File: config.mk
export PLATFORM = sky130hd
export DESIGN_NAME = expr_eval
export DESIGN_NICKNAME = d
export VERILOG_FILES = /design/src/rtl/expr_pkg.sv /design/src/rtl/expr_char_class.sv /design/src/rtl/expr_eval.sv
export SDC_FILE = /design/constraint.sdc
export NUM_CORES = 1
export LEC_CHECK = 0
export BUFFER_PORTS_ARGS = -buffer_cell sky130_fd_sc_hd__buf_2
export CAP_MARGIN = 20
export CORE_MARGIN = 5
export CORE_UTILIZATION = 50
export CTS_CLUSTER_DIAMETER = 50
export CTS_CLUSTER_SIZE = 8
export DETAILED_ROUTE_END_ITERATION = 6
export PLACE_DENSITY = 0.68
export SLEW_MARGIN = 20
export SYNTH_ARGS = -nofsm -noshare
export SYNTH_HDL_FRONTEND = slang
export SYNTH_SLANG_ARGS = --single-unit
File: constraint.sdc
create_clock -name clk -period 9.7 [get_ports clk]
set_input_delay 1.94 -clock clk [delete_from_list [all_inputs] [get_ports clk]]
set_output_delay 1.94 -clock clk [all_outputs]
set_load 0.02 [all_outputs]
File: src/rtl/expr_pkg.sv
// expr_pkg: shared types and constants for the streaming expression evaluator.
//   state_t : evaluator FSM states
//   cc_t    : character classes produced by expr_char_class
//   CH_*    : ASCII codes recognised by the evaluator
package expr_pkg;

  typedef enum logic [1:0] {
    S_START = 2'd0,
    S_OPND  = 2'd1,
    S_OPER  = 2'd2,
    S_ERR   = 2'd3
  } state_t;

  typedef enum logic [2:0] {
    CC_DIGIT = 3'd0,
    CC_PLUS  = 3'd1,
    CC_MUL   = 3'd2,
    CC_EQ    = 3'd3,
    CC_ILL   = 3'd4
  } cc_t;

  localparam logic [7:0] CH_0    = 8'h30;
  localparam logic [7:0] CH_9    = 8'h39;
  localparam logic [7:0] CH_PLUS = 8'h2B;
  localparam logic [7:0] CH_MUL  = 8'h2A;
  localparam logic [7:0] CH_EQ   = 8'h3D;

endpackage

File: src/rtl/expr_char_class.sv
// expr_char_class: combinational ASCII classifier.
//   in   : input character
//   cls  : character class (digit, plus, mul, eq, illegal)
//   dval : digit value 0..9 when cls is CC_DIGIT, otherwise 0
module expr_char_class
  import expr_pkg::*;
(
  input  logic [7:0] in,
  output cc_t        cls,
  output logic [3:0] dval
);

  always_comb begin
    cls  = CC_ILL;
    dval = 4'd0;
    if (in >= CH_0 && in <= CH_9) begin
      cls  = CC_DIGIT;
      // '0' is 0x30, so the low nibble is the digit value directly.
      dval = in[3:0];
    end else if (in == CH_PLUS) begin
      cls = CC_PLUS;
    end else if (in == CH_MUL) begin
      cls = CC_MUL;
    end else if (in == CH_EQ) begin
      cls = CC_EQ;
    end
  end

endmodule

File: src/rtl/expr_eval.sv
// expr_eval: streaming evaluator for single-digit expressions such as "1+2*3=".
// '*' binds tighter than '+'; arithmetic is modulo 2^W.
//   clk, clr     : clock (rising edge), asynchronous active-high reset
//   in, in_valid : character stream
//   result       : value of the last completed expression (0 on error)
//   result_valid : one-cycle pulse on the cycle after '=' is accepted
//   err          : syntax error flag of the last completed expression
//   ovf          : overflow flag of the last completed expression
// Handshake: a character is consumed on every rising clk edge where in_valid
// is high; there is no ready, the block always accepts.
// Build option: define EXPR_EVAL_OVF_EN to build overflow detection;
// otherwise ovf is constant 0.
// The FSM state is kept in the signal 'state' for debug observation.
module expr_eval
  import expr_pkg::*;
#(
  parameter int W = 16
) (
  input  logic         clk,
  input  logic         clr,
  input  logic [7:0]   in,
  input  logic         in_valid,
  output logic [W-1:0] result,
  output logic         result_valid,
  output logic         err,
  output logic         ovf
);

  state_t       state, state_nxt;
  logic [W-1:0] sum, sum_nxt;
  logic [W-1:0] term, term_nxt;
  logic         mul_pend, mul_pend_nxt;
  logic         err_acc, err_acc_nxt;
  logic         ovf_acc, ovf_acc_nxt;
  logic [W-1:0] result_nxt;
  logic         result_valid_nxt, err_nxt, ovf_nxt;

  cc_t          cls;
  logic [3:0]   dval;

  expr_char_class u_cc (
    .in   (in),
    .cls  (cls),
    .dval (dval)
  );

  // One multiplier (term*d) and one adder (sum+term) serve every state.
  logic [W-1:0] prod, sum_w;
  logic         prod_ovf, sum_ovf;

`ifdef EXPR_EVAL_OVF_EN
  logic [W+3:0] prod_full;
  logic [W:0]   sum_full;
  assign prod_full = (W+4)'(term) * (W+4)'(dval);
  assign sum_full  = {1'b0, sum} + {1'b0, term};
  assign prod      = prod_full[W-1:0];
  assign sum_w     = sum_full[W-1:0];
  assign prod_ovf  = |prod_full[W+3:W];
  assign sum_ovf   = sum_full[W];
`else
  assign prod     = term * W'(dval);
  assign sum_w    = sum + term;
  assign prod_ovf = 1'b0;
  assign sum_ovf  = 1'b0;
`endif

  always_ff @(posedge clk or posedge clr) begin
    if (clr) begin
      state        <= S_START;
      sum          <= '0;
      term         <= '0;
      mul_pend     <= 1'b0;
      err_acc      <= 1'b0;
      ovf_acc      <= 1'b0;
      result       <= '0;
      result_valid <= 1'b0;
      err          <= 1'b0;
      ovf          <= 1'b0;
    end else begin
      state        <= state_nxt;
      sum          <= sum_nxt;
      term         <= term_nxt;
      mul_pend     <= mul_pend_nxt;
      err_acc      <= err_acc_nxt;
      ovf_acc      <= ovf_acc_nxt;
      result       <= result_nxt;
      result_valid <= result_valid_nxt;
      err          <= err_nxt;
      ovf          <= ovf_nxt;
    end
  end

  always_comb begin
    logic err_c;
    state_nxt        = state;
    sum_nxt          = sum;
    term_nxt         = term;
    mul_pend_nxt     = mul_pend;
    err_acc_nxt      = err_acc;
    ovf_acc_nxt      = ovf_acc;
    result_nxt       = result;
    result_valid_nxt = 1'b0;
    err_nxt          = err;
    ovf_nxt          = ovf;
    // Only a '=' arriving right after an operand closes a well-formed expression.
    err_c            = (state != S_OPND) || err_acc;

    if (in_valid) begin
      if (cls == CC_EQ) begin
        result_nxt       = err_c ? '0 : sum_w;
        err_nxt          = err_c;
        ovf_nxt          = ovf_acc | (sum_ovf & ~err_c);
        result_valid_nxt = 1'b1;
        state_nxt        = S_START;
        sum_nxt          = '0;
        term_nxt         = '0;
        mul_pend_nxt     = 1'b0;
        err_acc_nxt      = 1'b0;
        ovf_acc_nxt      = 1'b0;
      end else begin
        case (state)
          S_START: begin
            if (cls == CC_DIGIT) begin
              term_nxt     = W'(dval);
              mul_pend_nxt = 1'b0;
              state_nxt    = S_OPND;
            end else begin
              err_acc_nxt = 1'b1;
              state_nxt   = S_ERR;
            end
          end
          S_OPND: begin
            if (cls == CC_PLUS) begin
              sum_nxt      = sum_w;
              ovf_acc_nxt  = ovf_acc | sum_ovf;
              mul_pend_nxt = 1'b0;
              state_nxt    = S_OPER;
            end else if (cls == CC_MUL) begin
              mul_pend_nxt = 1'b1;
              state_nxt    = S_OPER;
            end else begin
              err_acc_nxt = 1'b1;
              state_nxt   = S_ERR;
            end
          end
          S_OPER: begin
            if (cls == CC_DIGIT) begin
              if (mul_pend) begin
                term_nxt    = prod;
                ovf_acc_nxt = ovf_acc | prod_ovf;
              end else begin
                term_nxt = W'(dval);
              end
              state_nxt = S_OPND;
            end else begin
              err_acc_nxt = 1'b1;
              state_nxt   = S_ERR;
            end
          end
          default: begin
            state_nxt = S_ERR;
          end
        endcase
      end
    end
  end

endmodule

==> results.md <==
* Multi-input combinational cell area at 2924 um^2
* Die ar. at 11110 um^2
* Final Cycle Share at 65.04%
* Filler cells at 780
* Layout cell share with drive strength beyond 1 at 10.23%
* Most numerous cell in the Yosys netlist: nand2_1
* Synthesized area per cell at 8.993 um^2
* Post-CTS Hold Fix Bufs at 0
* Die X at 105.4 um
* Crit-path leading delay family: simple AND/OR/NAND/NOR gates
* Worst path bufs/invs at 3
* Gate Count Post-Synth at 506
* DR vias at 3633
* Worst setup startpoint: in[6]
* Core Util, Final at 55.47%
* Num Clock Sinks at 54
* Die span in y at 105.4 um
* Count of different cell masters after synthesis at 62
* R2R setup slack at 5.99 ns
* Async SR Flop Fraction at 100.0%
* Antenna cells at 0
* Pins Over Slew Limit at 0
* DRT iter0 DRCs at 171
* Pin count of the biggest net entering global routing at 55
* Minimum clock period at 6.309 ns
* Yosys reg bits at 54
* Final instance area at 4885 um^2
* Hold Path Class: flop to flop
* CTS tree: yes
* Final setup TNS at 0 ns
* PwrDens at 87.86 nW/um^2
* Kind of critical path: primary input to flop
* Dominant cells by area after synthesis: dfrtp_1, fa_1, ha_1
* 1st-pass router iterations at 4
* Mapped Nets at 574
* Reported leakage power at 2.485 nW
* Reg2reg start: term[1]
* Final Skew at 0.01345 ns
* Post-route DRC at 0
* Critical path, cell by cell: buf_2 -> and4bb_2 -> inv_1 -> nor2_1 -> and2_0 -> nand2_1 -> fa_1 -> inv_1 -> fa_1 -> a21o_1 -> a21oi_1 -> o21a_1 -> nor4_1 -> a2111oi_2 -> xnor2_1 -> a22o_1
* Post-DRT Antenna Nets at 0
* Syn. warnings at 0
* Core area at 8806 um^2
* Cts repair resizes at 0
* Initial Utilization at 51.68%
* Register area at 1351 um^2
* Arr. time, crit path at 6.52 ns
* HPWL after DPL at 7805 um
* Worst slew pin tran at 1.044 ns
* Max-cap violations at 0
* # rows at 34
* Synth top cells by count: nand2_1, dfrtp_1, inv_1, ha_1, o21ai_0
* Hold Path Depth at 2
* Total GRT Usage at 19.29%
* Skew-Pair Late Insertion Delay at 0.32 ns
* Cells after DPL at 628
* First-pass GRT wire length at 17600 um
* Worst Path Required at 9.91 ns
* Netlist Area Pre-Place at 4551 um^2
* Total congestion overflow at 0
* Io pins at 30
* Worst path max stage delay at 0.74 ns
* Wire length per cell at 16.27 um
* Setup crit end kind: flop
* Yosys top cell by area: dfrtp_1
* Worst setup SP type: primary input
* Clock Pin Slew Worst Setup and Hold Paths at 0.11 ns
* Peak VDD IR at 0.00006549 V
* Gpl congestion at 0.8550
* Worst reg-to-reg path cell count at 13
* Reg-to-reg critical path endpoint: term[14]
* Setup violations, final at 0
* Antenna violations before repair at 0
* Num CTS Buffers at 5
* Clk root buf: clkbuf_8
* Post-synth EDFFs at 0
* Fmax achieved at 158.5 MHz
* Placed cell areas at 4768 um^2
* Final Hold Viols at 0
* Post-CTS Setup Inserts at 0
* Status: complete, no violations
* Hold Crit Endpoint: result[11]
* Synth top area share at 29.69%
* Largest fanout on the critical path at 14
* Non-filler cells, final at 636
* Hold path start: result[11]
* Fin nets at 595
* Area grow syn2layout at 7.341%
* Clock buffer depth at 2
* I/O Buffers at 28
* Slew headroom at 30.37%
* DR vias/cell at 5.712
* Top_reg_cell synth: dfrtp_1
* CP max-delay cell: and2_0
* CTS H-tree depth at 2
* Final WL at 10350 um
* RSZ-0062 raised after global routing: false
* Sequential-to-total area share from yosys stat at 29.69%
* Vias in the first global route at 3562
## area by class of cell
type / count / area share [%]
Sequential cell: 54 / 27.66
Multi-Input combinational cell: 382 / 59.86
Tap cell: 108 / 2.766
Inverter: 54 / 4.150
Clock inverter: 3 / 0.9734
Timing Repair Buffer: 30 / 3.176
Clock buffer: 5 / 1.409
## sequential cells by signal (all words and copies together), names as in the netlist
register	cells
result_valid	1
err_acc	1
state	2
err	1
sum	16
term	16
mul_pend	1
result	16
## how the worst max path moves through the flow
stage	to	slack, ns	cells past startpoint
final	term[14]	3.39	16
after floorplan	term[14]	3.90	16
after global routing	term[14]	3.11	16
after CTS	term[14]	3.51	16
after detailed placement	term[14]	3.17	16
after global placement	term[14]	3.38	16
## cell families after synthesis
logic type               Yosys count  synth area share [%]
AND/OR/NAND/NOR                  164                 18.39
AO/OA/AOI/OAI                    127                 19.11
buffers and inverters             70                 6.049
adder cells (fa/ha/maj)           57                 19.96
flip-flops                        54                 29.69
XOR/XNOR                          28                 5.554
multiplexers                       5                 1.155
other                              1               0.08241
## layer usage
| layer | track usage [%] | vias to the layer above | routed length (um) |
|---|---|---|---|
| li1 | - | 1777 | - |
| met1 | 26.24 | 1775 | 4922 |
| met2 | 33.11 | 73 | 4908 |
| met3 | 2.628 | 8 | 421 |
| met4 | 3.749 | 0 | 92 |
| met5 | 0 | - | 0 |
## cells in the final DEF, fill, tap and decap left out, types with 4 or more instances in the layout
master,synthesis,routed
nand2_1,70,70
dfrtp_1,54,54
inv_1,54,53
o21ai_0,31,31
ha_1,31,31
buf_2,1,28
fa_1,26,26
and2_1,24,24
a21oi_1,24,24
and3_1,19,19
a22o_1,19,19
nor2_1,17,17
xnor2_1,15,15
xor2_1,12,12
o21a_1,8,8
a21o_1,7,7
nand3_1,6,6
nor2b_1,5,5
nor3_1,5,5
clkbuf_8,0,5
or3_1,4,4
a31oi_1,4,4
## report_power, final
part	switching [W]	total, W	internal (W)
Clock	0.0000839	0.000163	0.0000790
Combinational	0.0000189	0.0000318	0.0000128
Sequential	0.00000552	0.000235	0.000229
## through the flow
| step | setup slack [ns] | hold slack, ns | power [W] |
|---|---|---|---|
| detailed placement | 3.172 | 0.4655 | 0.0002711 |
| global placement | 3.383 | 0.4588 | 0.0002696 |
| finish | 3.391 | 0.4852 | 0.0004292 |
| CTS | 3.513 | 0.4916 | 0.0004344 |
| floorplan | 3.897 | 0.4551 | 0.0002611 |
| global route | 3.107 | 0.5267 | 0.0004495 |
## worst min-delay path, cell delays in order, from the launching register on
cell and delay (ns):
dfrtp_1 0.36, nand2_1 0.04, o21ai_0 0.06
(Power assumes the default switching activity.)
